<file path="config.mk">
export PLATFORM = sky130hd
export DESIGN_NAME = pic_interrupt_sequencer
export DESIGN_NICKNAME = d
export VERILOG_FILES = /design/src/rtl/pic_interrupt_sequencer.sv
export SDC_FILE = /design/constraint.sdc
export NUM_CORES = 1
export LEC_CHECK = 0
export CAP_MARGIN = 20
export CORE_UTILIZATION = 30
export CTS_CLUSTER_SIZE = 40
export DETAILED_ROUTE_END_ITERATION = 8
export SYNTH_ARGS = -nofsm -noshare
export SYNTH_HDL_FRONTEND = slang
export SYNTH_SLANG_ARGS = --single-unit
</file>
<file path="constraint.sdc">
create_clock -name clk -period 7.45 [get_ports clk]
set_input_delay 1.8625 -clock clk [delete_from_list [all_inputs] [get_ports clk]]
set_output_delay 1.8625 -clock clk [all_outputs]
set_load 0.02 [all_outputs]
</file>
<file path="src/rtl/pic_interrupt_sequencer.sv">
// pic_interrupt_sequencer
// Control sequencer for an 8259A-style PIC in 8086 mode. It raises INT to the
// CPU and runs the two-pulse INTA acknowledge cycle. It owns the in-service
// register and issues IRR-clear strobes. It also services OCW2 EOI and
// priority commands and maintains the rotation pointer that the resolver uses.
//
// Ports
//   clk, reset                : system clock, synchronous active-high reset
//   interrupt[7:0]            : one-hot winning request from the resolver (or 0)
//   inta_n                    : CPU acknowledge, active low, already synchronized
//   vector_base[4:0]          : ICW2 T7..T3
//   auto_eoi, auto_rotate     : AEOI mode and rotate-in-AEOI mode
//   eoi_strobe                : one-cycle OCW2 command pulse
//   eoi_specific/rotate/is_eoi: OCW2 SL, R and EOI bits
//   eoi_level[2:0]            : OCW2 L2..L0
//   int_out                   : INT to CPU
//   isr[7:0]                  : in-service register
//   clear_irr[7:0]            : one-cycle strobe clearing the acknowledged IRR bit
//   priority_rotate[2:0]      : level that currently has highest priority
//   highest_level_in_service  : one-hot highest-priority ISR bit, 0 if empty
//   data_out[7:0], data_out_en: vector byte and bus drive enable
module pic_interrupt_sequencer (
   input  logic       clk,
   input  logic       reset,
   input  logic [7:0] interrupt,
   input  logic       inta_n,
   input  logic [4:0] vector_base,
   input  logic       auto_eoi,
   input  logic       auto_rotate,
   input  logic       eoi_strobe,
   input  logic       eoi_specific,
   input  logic       eoi_rotate,
   input  logic       eoi_is_eoi,
   input  logic [2:0] eoi_level,
   output logic       int_out,
   output logic [7:0] isr,
   output logic [7:0] clear_irr,
   output logic [2:0] priority_rotate,
   output logic [7:0] highest_level_in_service,
   output logic [7:0] data_out,
   output logic       data_out_en
);

   localparam logic [1:0] ST_IDLE  = 2'd0;
   localparam logic [1:0] ST_ACK1  = 2'd1;
   localparam logic [1:0] ST_WAIT2 = 2'd2;
   localparam logic [1:0] ST_ACK2  = 2'd3;

   logic [1:0] state;
   logic [1:0] state_next;
   logic       prev_inta_n;
   logic       inta_fall;
   logic       inta_rise;
   logic [2:0] ack_level;
   logic       spurious;

   logic [2:0] interrupt_level;
   logic [2:0] hlis_level;
   logic [2:0] scan_idx;
   logic       scan_found;

   logic       ack_fall;
   logic       ack_done;
   logic [7:0] set_mask;
   logic       eoi_nonspec;
   logic       eoi_spec;
   logic       eoi_set_pri;
   logic       eoi_rot_valid;
   logic [7:0] eoi_clear_mask;
   logic [2:0] eoi_clear_level;
   logic       aeoi_clear;
   logic [7:0] aeoi_mask;
   logic [2:0] rotate_next;
   logic [7:0] isr_next;

   // Edge detection is done against the previous sample so each INTA pulse is
   // seen exactly once regardless of how many cycles it is held.
   assign inta_fall = prev_inta_n & ~inta_n;
   assign inta_rise = ~prev_inta_n & inta_n;

   // Binary encode of the resolver's one-hot request.
   always_comb begin
      interrupt_level = '0;
      for (int i = 0; i < 8; i++) begin
         if (interrupt[i]) interrupt_level = 3'(i);
      end
   end

   // Rotation-aware scan of the ISR: start at the current highest-priority
   // level and walk upward with wrap, stopping at the first set bit.
   always_comb begin
      highest_level_in_service = '0;
      hlis_level               = '0;
      scan_found               = 1'b0;
      scan_idx                 = '0;
      for (int i = 0; i < 8; i++) begin
         scan_idx = priority_rotate + 3'(i);
         if (!scan_found && isr[scan_idx]) begin
            highest_level_in_service[scan_idx] = 1'b1;
            hlis_level                         = scan_idx;
            scan_found                         = 1'b1;
         end
      end
   end

   // Acknowledge cycle sequencing: IDLE -> ACK1 on the first INTA fall,
   // WAIT2 on its rise, ACK2 on the second fall, back to IDLE on the second rise.
   always_comb begin
      state_next = state;
      case (state)
         ST_IDLE:  if (inta_fall) state_next = ST_ACK1;
         ST_ACK1:  if (inta_rise) state_next = ST_WAIT2;
         ST_WAIT2: if (inta_fall) state_next = ST_ACK2;
         default:  if (inta_rise) state_next = ST_IDLE;
      endcase
   end

   // ISR and rotation update. EOI selection looks at the pre-update ISR, and
   // the set mask is OR-ed in last so a set beats a clear on the same bit.
   // An EOI rotate takes precedence over the AEOI rotate.
   always_comb begin
      ack_fall      = (state == ST_IDLE) && inta_fall;
      ack_done      = (state == ST_ACK2) && inta_rise;
      set_mask      = (ack_fall && (|interrupt)) ? (8'b1 << interrupt_level) : 8'b0;

      eoi_nonspec   = eoi_strobe & eoi_is_eoi & ~eoi_specific;
      eoi_spec      = eoi_strobe & eoi_is_eoi & eoi_specific;
      eoi_set_pri   = eoi_strobe & ~eoi_is_eoi & eoi_specific & eoi_rotate;
      eoi_rot_valid = eoi_strobe & eoi_is_eoi & eoi_rotate & (eoi_specific | (|isr));

      eoi_clear_mask = 8'b0;
      if (eoi_nonspec)   eoi_clear_mask = highest_level_in_service;
      else if (eoi_spec) eoi_clear_mask = 8'b1 << eoi_level;
      eoi_clear_level = eoi_specific ? eoi_level : hlis_level;

      aeoi_clear = ack_done & auto_eoi & ~spurious;
      aeoi_mask  = aeoi_clear ? (8'b1 << ack_level) : 8'b0;

      rotate_next = priority_rotate;
      if (eoi_rot_valid)                   rotate_next = eoi_clear_level + 3'd1;
      else if (eoi_set_pri)                rotate_next = eoi_level + 3'd1;
      else if (aeoi_clear && auto_rotate)  rotate_next = ack_level + 3'd1;

      isr_next = (isr & ~(eoi_clear_mask | aeoi_mask)) | set_mask;
   end

   // Registered state and outputs. The vector is driven only while in ACK2,
   // and a spurious acknowledge reports level 7 without touching the ISR.
   always_ff @(posedge clk) begin
      if (reset) begin
         state           <= ST_IDLE;
         prev_inta_n     <= 1'b1;
         ack_level       <= '0;
         spurious        <= 1'b0;
         int_out         <= 1'b0;
         isr             <= '0;
         clear_irr       <= '0;
         priority_rotate <= '0;
         data_out        <= '0;
         data_out_en     <= 1'b0;
      end else begin
         state           <= state_next;
         prev_inta_n     <= inta_n;
         isr             <= isr_next;
         clear_irr       <= set_mask;
         priority_rotate <= rotate_next;
         int_out         <= (state_next == ST_IDLE) && (|interrupt);
         if (ack_fall) begin
            ack_level <= (|interrupt) ? interrupt_level : 3'd7;
            spurious  <= ~(|interrupt);
         end
         data_out_en <= (state_next == ST_ACK2);
         data_out    <= (state_next == ST_ACK2) ? {vector_base, ack_level} : 8'h00;
      end
   end

endmodule
</file>
; After elaboration in Yosys (flattened, before gate mapping)
; Index checks and enable logic that the tools add are counted.
[op_classes]
addsub = 10
n_eq_ne = 4
bitwise_logic = 31
n_shift = 3
muxes = 76
reduce_logical = 33
order_cmp = 16
[op_table]
columns = op, count
row1 = 8-bit two-way mux, 12
row2 = 8-bit bitwise OR, 9
row3 = 3-bit two-way mux, 17
row4 = "3-bit by 4-bit < comparator with 1-bit output, second input constant", 8
row5 = 1-bit binary-select mux with 3-bit select, 8
row6 = 1-bit demux with 3-bit select, 8
row7 = "3-bit by 1-bit greater-or-equal comparator with 1-bit output, second input constant", 8
row8 = 1-bit two-way mux, 24
row9 = "1-bit by 3-bit << shifter with 8-bit output, first input constant", 3
row10 = 1-bit logical AND, 20
row11 = 8-bit OR reduction, 2
row12 = "3-bit by 1-bit adder with 3-bit output, second input constant", 4
row13 = "3-bit adder, second input constant", 4
row14 = 1-bit bitwise AND, 12
row15 = 2-bit two-way mux, 6
row16 = 8-bit bitwise AND, 1
row17 = 8-bit inverter, 1
row18 = 1-bit zero test, 7
row19 = 1-bit inverter, 7
row20 = "3-bit by 2-bit adder with 3-bit output, second input constant", 2
row21 = "2-bit equality test, second input constant", 3
row22 = 2-bit one-hot mux with 3 select lines, 1
row23 = 2-bit zero test, 2
row24 = 3-bit nonzero test, 1
row25 = 3 further kinds, 3
[word_totals]
output_inout_bits = 37
regBits = 36
input_bits = 25

; Logic depth before layout (Yosys ltp)
; Gate-level depths: netlist of run 1.
[depth]
ltp_word = 29
mapped_depth = 18
ltp_nobuf = 14

; Worst setup path before layout of run 1
; Ideal clock, no wire load.
[synth_path]
path_kind = register to output
from = register priority_rotate[0]
to = output highest_level_in_service[6]
stages_incl_launch_ff = 13
required_time_ns = 5.588
arrival_time_ns = 3.723
n_path_buf = 4
path_slack_ns = 1.865
path_cell_list = dfxtp_1 > buf_6 > clkinv_1 > clkbuf_1 > ha_1 > buf_2 > buf_4 > mux4_2 > mux2_2 > nor4b_4 > nor3b_4 > a21boi_0 > a21boi_0
[synth_between]
elab_chain_cells = 24
word_cells_on_any_way = 99
cone_classes = add/sub: 7 / order compare: 16 / mux: 47 / bitwise: 7 / reduce/logical: 22
[synth_rtl]
columns = item, line
row1 = start: declaration, 38  ; output logic [2:0] priority_rotate,
row2 = start signal: assignment, 166  ; priority_rotate <= rotate_next;
row3 = branches (longest 23 deep; another with 3-bit by 4-bit < comparator with 1-bit output), -
row4 = 8-bit two-way mux (*), 98  ; if (!scan_found && isr[scan_idx]) begin
row5 = end: declaration, 39  ; output logic [7:0] highest_level_in_service,
; Mark *: on every way between the ends. The select of a mux whose other input is x is not followed.

; Final worst setup path of run 1
[layout_path]
from = register priority_rotate[2]
to = output highest_level_in_service[7]
; The elaborated chain is that of the path after synthesis.

==> out/metrics.cfg, run 1 <==
[cts]
cts.reportedPaths.clkPinSlew_ns=0.07
cts_sinks=36
cts_hold_buffers=0
htreeDepth=2
cts_root_buf=clkbuf_8
cts_made_buffers=5
cts_resized=0
clockBufferDepth=2
cts_tree=built
clock_latency_ns=0.28
post_cts_buffers=0

[critical_path]
r2r-start=priority_rotate[2]$_SDFFE_PP0P_
rrSetupSlack_ns=3.04
worst_setup_path_end_kind=output pin
reg2reg_to=priority_rotate[2]$_SDFFE_PP0P_
critical_path.startpoint_type=register
critPathSlowestCell=dfxtp_1
critPathKind=reg2out
ff2ff_path_depth=13
crit_chain=inv_1, ha_1, mux4_1, mux2_2, nor4b_4, nor3b_4, a21boi_0, nand2_1, and2_1, clkdlybuf4s50_1
cp_max_fo=13
arrival_ns=4.73
cp_slowest_stage_delay_ns=0.67
required_ns=5.59

[min_path]
holdCritPathClass=reg2reg
worstHoldEndpoint=spurious$_SDFFE_PP0P_
hold_depth=2
hold_start=spurious$_SDFFE_PP0P_

[power]
p_clk_share_pct=28.7
power_density_nw_per_um2=137
seqPwrFrac_pct=42.3
p_leak_nw=1.38
p_int_uw=339
comb_power_share_pct=28.9
p_sw_share_pct=31.3
max-vdd-ir-drop_v=0.000138
switchingPower_uw=155

[floorplanning]
die-area_um2=9770
fp.dieW_um=98.8
rows=34
start_util_pct=31.6
io_pins=62
core_um2=8890
die_h_um=98.8

[place]
portBuffers=61
dp_hpwl_um=6730
place_area_um2=3520
globalplace.congestion=0.891

[yosys]
seq_area_frac_synth_pct=25.6
ys_ff_latch=36
ys.flop_type=dfxtp_1
syn-num-nets=350
yosys.area.top_type=dfxtp_1
syn_area_um2=2810
synth_top_area_share_pct=25.6
ys_types=71
synth.area.top_cells=dfxtp_1 (26%), mux4_2 (7.2%), nor2_1 (4.5%), mux4_1 (3.7%), mux2i_1 (3.6%)
syn_inst=318
syn_avg_cell_area_um2=8.84
synth_edf_count=0
synthArstFlopShare_pct=0
yosysWarnings=0

[global_routing]
met3_usage_pct=2.06
gr-usage-met1_pct=22.8
grt_max_degree=23
grt_antenna_before_repair=0
grt_remaining_overflow=0
met2_usage_pct=31.0
grt_use_total_pct=17.8
grt_pass1_vias=2697
top_usage_layer=met2
grt_pass1_wl_um=13800

[routing]
num_vias=2861
first_pass_iters=7
vias_per_cell=5.89
postRouteWirelength_um=8770
ant_nets=0
drt_iter0_drc=128
wl_per_cell_um=18.1
drc=0

[sta]
fin_crit_sh_pct=88.5
clock_skew_ns=0.00965
drv_slew=0
worstMarginPinSlew_ns=0.812
setup_viol=0
rsz0062_at_grt=no
fmax_mhz=152
tns_ns=0
fin_crit_ns=6.60
final_hold_viol_count=0
slew_headroom_pct=45.7

[finish]
layout-drive-gt1-share_pct=11.1
design_area_um2=3610
antenna_cells=0
fin_nets=409
syn_to_final_growth_pct=28.4
nFillCells=883
fin_util_pct=40.6

[flow_run]
max_cap_violations=0

[outcome]
status=finished, final reports clean

## power groups by stage
stage                     Clock [mW]  Sequential, mW  Combinational [mW]
after floorplan                    0           0.212              0.0881
after global placement             0           0.213               0.142
final                          0.142           0.209               0.143
after global routing           0.155           0.210               0.153
after detailed placement           0           0.213               0.141
after CTS                      0.147           0.209               0.142
## through the flow
step,std cells,power [mW],hold WS [ns],worst slack [ns]
after global routing,486,0.518,0.539,0.552
after CTS,486,0.498,0.482,0.844
after detailed placement,478,0.354,0.472,1.17
after floorplan,318,0.300,0.450,1.86
final,486,0.493,0.482,0.854
after global placement,478,0.355,0.461,1.11
## per-layer routing
| layer | part of all wire (%) | vias to the layer above |
|---|---|---|
| met4 | 1.8 | 0 |
| li1 | - | 1353 |
| met2 | 49 | 107 |
| met1 | 44 | 1387 |
| met3 | 5.2 | 14 |
| met5 | 0 | - |
## state kept, by name, summed over array words and instances (netlist names)
name and count:
prev_inta_n 1, isr 8, int_out 1, spurious 1, data_out 8, data_out_en 1, ack_level 3, clear_irr 8
priority_rotate 3, state 2
## cell usage after synthesis, drive strengths merged (5+ instances only)
master	number
nand3	5
a21boi	5
or2	6
mux2	5
ha	7
nor4b	6
mux2i	10
inv	11
nand2	26
and3	10
mux4	14
nand4	6
buf	7
and2	9
nand3b	6
clkbuf	6
dfxtp	36
nor2	34
o21ai	8
nor3	12
a21oi	15
## worst max path at each step
stage                                     from                          end  cells after the start  slack, ns
2_1_floorplan  priority_rotate[0]$_SDFFE_PP0P_  highest_level_in_service[6]                     12       1.86
3_3_place_gp   priority_rotate[2]$_SDFFE_PP0P_  highest_level_in_service[6]                      9       1.11
3_5_place_dp   priority_rotate[2]$_SDFFE_PP0P_  highest_level_in_service[7]                     10       1.17
4_1_cts        priority_rotate[2]$_SDFFE_PP0P_  highest_level_in_service[7]                     10       0.84
5_1_grt        priority_rotate[2]$_SDFFE_PP0P_  highest_level_in_service[6]                      9       0.55
6_report       priority_rotate[2]$_SDFFE_PP0P_  highest_level_in_service[7]                     10       0.85
## cell families after synthesis
| logic type | synth area share [%] |
|---|---|
| adder cells (fa/ha/maj) | 3.11 |
| buffers and inverters | 4.14 |
| XOR/XNOR | 1.25 |
| multiplexers | 17.5 |
| flip-flops | 25.6 |
| AO/OA/AOI/OAI | 21.4 |
| AND/OR/NAND/NOR | 26.9 |
## cells in the final DEF, fill, tap and decap left out, drive strengths merged, types with 7 or more instances in the layout
cell type	instances
nor2	34
nor3	12
mux2i	10
ha	7
clkdlybuf4s50	61
inv	11
dfxtp	36
and2	9
a21oi	15
mux4	14
and3	10
o21ai	8
clkbuf	7
nand2	26
## layout make-up
| type | count | area (um2) | share of cell area [%] |
|---|---|---|---|
| tap | 108 | 135 | 3.74 |
| timing repair buffer | 65 | 641 | 17.7 |
| multi-input combinational | 257 | 1980 | 54.7 |
| sequential | 36 | 721 | 20.0 |
| inverter | 12 | 45.0 | 1.25 |
| clock inverter | 1 | 7.51 | 0.208 |
| clock buffer | 7 | 86.3 | 2.39 |
## critical path, delay by kind of cell, from the launching register on
kind,cells,cell delay [ns]
simple gates,4,1.15
buf+inv,2,0.88
fa+ha+maj,1,0.46
flops,1,0.67
mux,2,1.00
compound gates,1,0.27
No activity file was read; power rests on OpenSTA's default activity.
==> run 2, diff against run 1 <==
--- a/config.mk
+++ b/config.mk
@@ -9,6 +9,7 @@
 export CORE_UTILIZATION = 30
 export CTS_CLUSTER_SIZE = 40
 export DETAILED_ROUTE_END_ITERATION = 8
+export DONT_BUFFER_PORTS = 1
 export SYNTH_ARGS = -nofsm -noshare
 export SYNTH_HDL_FRONTEND = slang
 export SYNTH_SLANG_ARGS = --single-unit
==> out/metrics.cfg, run 2 (synthesis results as in run 1) <==
[finish]
layout_commonest_cell=dfxtp_1  ; was clkdlybuf4s50_1
most-common-layout-cells=dfxtp_1 (36), nor2_1 (34), nand2_1 (26), a21oi_1 (15), nor3_1 (12)  ; was clkdlybuf4s50_1 (61), dfxtp_1 (36), nor2_1 (34), nand2_1 (26), a21oi_1 (15)
nFillCells=906  ; was 883
multi_input_area_um2=1980  ; unchanged
antenna_cells=0  ; unchanged
syn_to_final_growth_pct=7.43  ; was 28.4%
regArea_um2=721  ; unchanged
layout-drive-gt1-share_pct=13.5  ; was 11.1%
largestRegisters=clear_irr (8), data_out (8), isr (8)  ; unchanged
fin_nets=349  ; was 409

[cts]
clock_latency_ns=0.29  ; was 0.28 ns
cts_hold_buffers=0  ; unchanged
cts_root_buf=clkbuf_8  ; unchanged
cts.reportedPaths.clkPinSlew_ns=0.07  ; about the same
cts_resized=0  ; unchanged
cts_tree=built  ; unchanged
cts_made_buffers=5  ; unchanged
clockBufferDepth=2  ; unchanged
post_cts_buffers=0  ; unchanged
htreeDepth=2  ; unchanged
cts_sinks=36  ; unchanged

[routing]
postRouteWirelength_um=8390  ; was 8770 um
vias_per_cell=6.17  ; was 5.89
wl_per_cell_um=19.7  ; was 18.1 um
drt_iter0_drc=247  ; was 128
ant_nets=0  ; unchanged
num_vias=2628  ; was 2861
first_pass_iters=6  ; was 7
drc=0  ; unchanged

[flow_run]
max_cap_violations=0  ; unchanged

[place]
portBuffers=0  ; was 61
globalplace.congestion=0.874  ; was 0.891
dp_hpwl_um=6320  ; was 6730 um

[global_routing]
grt_max_degree=23  ; unchanged
grt_antenna_before_repair=0  ; unchanged
met3_usage_pct=5.25  ; was 2.06%
grt_pass1_wl_um=13400  ; was 13800 um
grt_remaining_overflow=0  ; unchanged
grt_use_total_pct=17.4  ; was 17.8%
grt_pass1_vias=2557  ; was 2697
met2_usage_pct=28.8  ; was 31.0%
gr-usage-met1_pct=21.5  ; was 22.8%
top_usage_layer=met2  ; unchanged

[critical_path]
startpoint=priority_rotate[0]$_SDFFE_PP0P_  ; was priority_rotate[2]$_SDFFE_PP0P_
critPathSlowestCell=ha_1  ; was dfxtp_1
ff2ff_path_depth=13  ; unchanged
cp_common_cell=a21boi_0
cp_slowest_stage_delay_ns=0.90  ; was 0.67 ns
cp_max_fo=16  ; was 13
critical_path.startpoint_type=register  ; unchanged
reg2reg_to=priority_rotate[2]$_SDFFE_PP0P_  ; unchanged
rrSetupSlack_ns=2.96  ; was 3.04 ns
required_ns=5.59  ; about the same
arrival_ns=4.52  ; was 4.73 ns
worst_setup_path_end_kind=output pin  ; unchanged
crit_chain=clkinv_1, ha_1, mux2i_1, mux4_2, a22o_1, and2_2, a222oi_1, a21boi_0, a21boi_0, buf_4  ; was inv_1, ha_1, mux4_1, mux2_2, nor4b_4, nor3b_4, a21boi_0, nand2_1, and2_1, clkdlybuf4s50_1
r2r-start=priority_rotate[0]$_SDFFE_PP0P_  ; was priority_rotate[2]$_SDFFE_PP0P_
critPathKind=reg2out  ; unchanged

[floorplanning]
rows=34  ; unchanged
core_um2=8890  ; unchanged
start_util_pct=31.6  ; unchanged
die-area_um2=9770  ; unchanged
fp.dieW_um=98.8  ; unchanged
io_pins=62  ; unchanged
die_h_um=98.8  ; unchanged

[power]
p_leak_nw=1.17  ; was 1.38 nW
max-vdd-ir-drop_v=0.000120  ; was 0.000138 V
power_density_nw_per_um2=162  ; was 137 nW/um2
finalPower_uw=488  ; was 493 uW

[sta]
fin_crit_ns=6.39  ; was 6.60 ns
final_hold_viol_count=0  ; unchanged
setup_viol=0  ; unchanged
drv_slew=0  ; unchanged
clock_skew_ns=0.00443  ; was 0.00965 ns
fin_crit_sh_pct=85.7  ; was 88.5%
rsz0062_at_grt=no  ; unchanged
slew_headroom_pct=37.3  ; was 45.7%
worstMarginPinSlew_ns=0.928  ; was 0.812 ns
fmax_mhz=157  ; was 152 MHz
tns_ns=0  ; unchanged

[min_path]
worstHoldEndpoint=spurious$_SDFFE_PP0P_  ; unchanged
hold_depth=2  ; unchanged
holdCritPathClass=reg2reg  ; unchanged
hold_start=spurious$_SDFFE_PP0P_  ; unchanged

[outcome]
status=finished, final reports clean  ; unchanged

## run 2: worst max-delay path by stage
| stage | end | slack (ns) |
|---|---|---|
| 6_report | highest_level_in_service[6] | 1.06 |
| 5_1_grt | highest_level_in_service[7] | 0.68 |
| 4_1_cts | highest_level_in_service[7] | 1.05 |
| 3_5_place_dp | highest_level_in_service[7] | 1.39 |
| 3_3_place_gp | highest_level_in_service[7] | 1.48 |
| 2_1_floorplan | highest_level_in_service[6] | 1.86 |
## run 2: per-stage QoR
stage	hold slack, ns	worst slack [ns]	util (%)	cells	area [um2]
3_5_place_dp	0.459	1.39	32.8	418	2910
2_1_floorplan	0.450	1.86	-	318	2810
3_3_place_gp	0.456	1.48	32.8	418	2910
5_1_grt	0.493	0.682	34.0	426	3020
6_report	0.473	1.06	34.0	426	3020
4_1_cts	0.470	1.05	34.0	426	3020
## run 2: power by group
part           switching (mW)  internal (mW)  leakage [nW]
Clock                  0.0699         0.0993        0.0552
Combinational          0.0642         0.0429         0.824
Sequential             0.0142          0.198         0.292
Total                   0.148          0.340          1.17
## run 2: metal layers
layer  share of wire (%)  vias up
li1                    -     1231
met1                  42     1269
met2                  47      113
met3                 8.5       15
met4                 2.4        0
met5                   0        -
## run 2: final cells by class
type	instances	area share (%)
multi-input cells	257	65.4
flip-flops and latches	36	23.9
well taps	108	4.47
clock buffers	6	2.40
inverters	12	1.49
repair buffers	5	1.24
clock inverters	2	1.16
## run 2: worst max-delay path: cells and delay by family, from the launching register on
kind                     cells  cell delay (ns)
AND/OR/NAND/NOR              1             0.25
buffers and inverters        2             0.64
flip-flops                   1             0.34
adder cells (fa/ha/maj)      1             0.90
AO/OA/AOI/OAI                4             1.33
multiplexers                 2             0.77
==> run 3, diff against run 2 <==
--- a/config.mk
+++ b/config.mk
@@ -10,6 +10,7 @@
 export CTS_CLUSTER_SIZE = 40
 export DETAILED_ROUTE_END_ITERATION = 8
 export DONT_BUFFER_PORTS = 1
+export GPL_TIMING_DRIVEN = 1
 export SYNTH_ARGS = -nofsm -noshare
 export SYNTH_HDL_FRONTEND = slang
 export SYNTH_SLANG_ARGS = --single-unit
==> results of run 3 <==
No change in the layout: final DEF, timing and power equal those of run 2.
==> RTL edit (flow settings as in run 3) <==
Take the reset off `data_out` and load it in a clocked block of its own.
--- a/src/rtl/pic_interrupt_sequencer.sv
+++ b/src/rtl/pic_interrupt_sequencer.sv
@@ -158,3 +158,2 @@
          priority_rotate <= '0;
-         data_out        <= '0;
          data_out_en     <= 1'b0;
@@ -172,3 +171,2 @@
          data_out_en <= (state_next == ST_ACK2);
-         data_out    <= (state_next == ST_ACK2) ? {vector_base, ack_level} : 8'h00;
       end
@@ -176,2 +174,6 @@
 
+   always_ff @(posedge clk) begin
+      data_out <= (state_next == ST_ACK2) ? {vector_base, ack_level} : 8'h00;
+   end
+
 endmodule
Formal check against the unedited RTL: differs if reset is asserted again (counterexample within 4 cycles, from zero or initial values and one cycle with reset high); with reset held inactive, the same outputs for 4 cycles.
==> RTL edit against run 3 <==
  * Fmax grew 7.3%
  * Sequential cell count is the same
  * Highest routed layer unchanged
  * Routed wire length rose by 3.4%
  * Design area increased by 0.95%
  * Worst setup slack better by 0.43 ns
  * Critical path type unchanged
  * Power up 0.80%
  * Core utilization fell by 0.82 points
  * Synthesized area grew 1.2%
  * Critical path depth is the same
  * Largest cell class unchanged
==> RTL edit: results (changes against run 3) <==
\begin{tabular}{lr}
\hline
Metric & Value \\
\hline
\multicolumn{2}{l}{\textbf{Outcome}} \\
Result of the run & completed \\
\multicolumn{2}{l}{\textbf{Power}} \\
Peak supply drop & 0.0821 mV (-32\%) \\
Overall power consumption & 492 uW (+0.80\%) \\
Leak pwr & 1.15 nW (-1.9\%) \\
\multicolumn{2}{l}{\textbf{Setup path}} \\
Worst path max stage delay & 0.69 ns (-0.21 ns) \\
Critical Path AT & 4.09 ns (-0.43 ns) \\
Crit Path Max Fanout & 22 (+6) \\
Crit path max-delay family & multiplexers \\
\multicolumn{2}{l}{\textbf{Synth}} \\
Sequential cell area fraction in the yosys report & 0.253 (-0.00304) \\
Distinct cells, synth & 67 (-5.6\%) \\
Number of nets in the synthesized netlist & 357 (+2.0\%) \\
Gate Count Post-Synth & 325 (+2.2\%) \\
Commonest cells in the synthesized netlist & sky130\_fd\_sc\_hd\_\_dfxtp\_1 (36), sky130\_fd\_sc\_hd\_\_nor2\_1 (27), sky130\_fd\_sc\_hd\_\_mux2i\_1 (20), sky130\_fd\_sc\_hd\_\_nand2\_1 (20), sky130\_fd\_sc\_hd\_\_inv\_1 (15) \\
\multicolumn{2}{l}{\textbf{Drt}} \\
Number of optimization iterations in the first detailed-route pass & 5 (-1) \\
Final routed wire length divided by cell count & 20.0 um (+1.5\%) \\
Number of vias per cell & 6.06 (-1.8\%) \\
Met3 routed wirelength & 427 um (-40\%) \\
DR WL met2 & 4.34 mm (+9.5\%) \\
Wirelength, routed & 8.67 mm (+3.4\%) \\
\multicolumn{2}{l}{\textbf{Placement}} \\
Hpwl dp & 6.65 mm (+5.1\%) \\
Worst setup timing slack at the placement stage & 1.87 ns (+0.474 ns) \\
Area of placed instances & 2940 sq um (+0.99\%) \\
\multicolumn{2}{l}{\textbf{Final layout}} \\
Fillcell total & 978 (+7.9\%) \\
Clock-cell share of area & 0.0353 (-0.000336) \\
Fraction of area in multi-input gates & 0.653 (about the same) \\
Fraction of final layout cells sized beyond drive strength 1 & 0.136 (+0.00100) \\
Multi-input logic cell count & 259 (+0.78\%) \\
Non-CTS inverters & 16 (+4) \\
\multicolumn{2}{l}{\textbf{Die}} \\
Die footprint & 9880 sq um (+1.2\%) \\
\multicolumn{2}{l}{\textbf{GRT}} \\
Met3 track demand over resource in global routing & 0.0288 (-0.0237) \\
Met2 global-route usage & 0.309 (+0.0204) \\
First-pass GRT wire length & 13.5 mm (+0.36\%) \\
Global-route met1 utilization & 0.210 (-0.00516) \\
\multicolumn{2}{l}{\textbf{Timing}} \\
Maximum clock skew at final layout & 0.0109 ns (+0.00642 ns) \\
\hline
\end{tabular}
==> RTL edit: cell count changes after synthesis, sizes merged, moves of 4 or more <==
cell	before	now
o221ai	1	5
nor2b	1	7
nor2	34	29
nor4b	6	2
mux2i	10	21
nand3	5	10
nor3b	4	0
inv	11	16
o21ai	8	19
nand2	26	20
==> RTL edit: path summary, 6_finish.rpt <==
| check | slack, ns | to | cells after the start | startpoint |
|---|---|---|---|---|
| hold / removal | 0.54 | spurious | 2 | spurious |
| setup reg to reg | 3.10 | priority_rotate[2] | 14 | priority_rotate[0] |
| setup / recovery | 1.50 | highest_level_in_service[2] | 10 | priority_rotate[0] |
| hold reg to reg | 0.54 | spurious | 2 | spurious |
==> RTL edit: kinds of logic after synthesis <==
family                     Yosys count  synth area share
and+or+nand+nor                    117             0.215
buffers and inverters               30            0.0466
DFF                                 36             0.253
muxes                               39             0.200
AOI/OAI and AO/OA                   92             0.238
adders and majority gates            7            0.0308
xor gates and xnor gates             4            0.0176
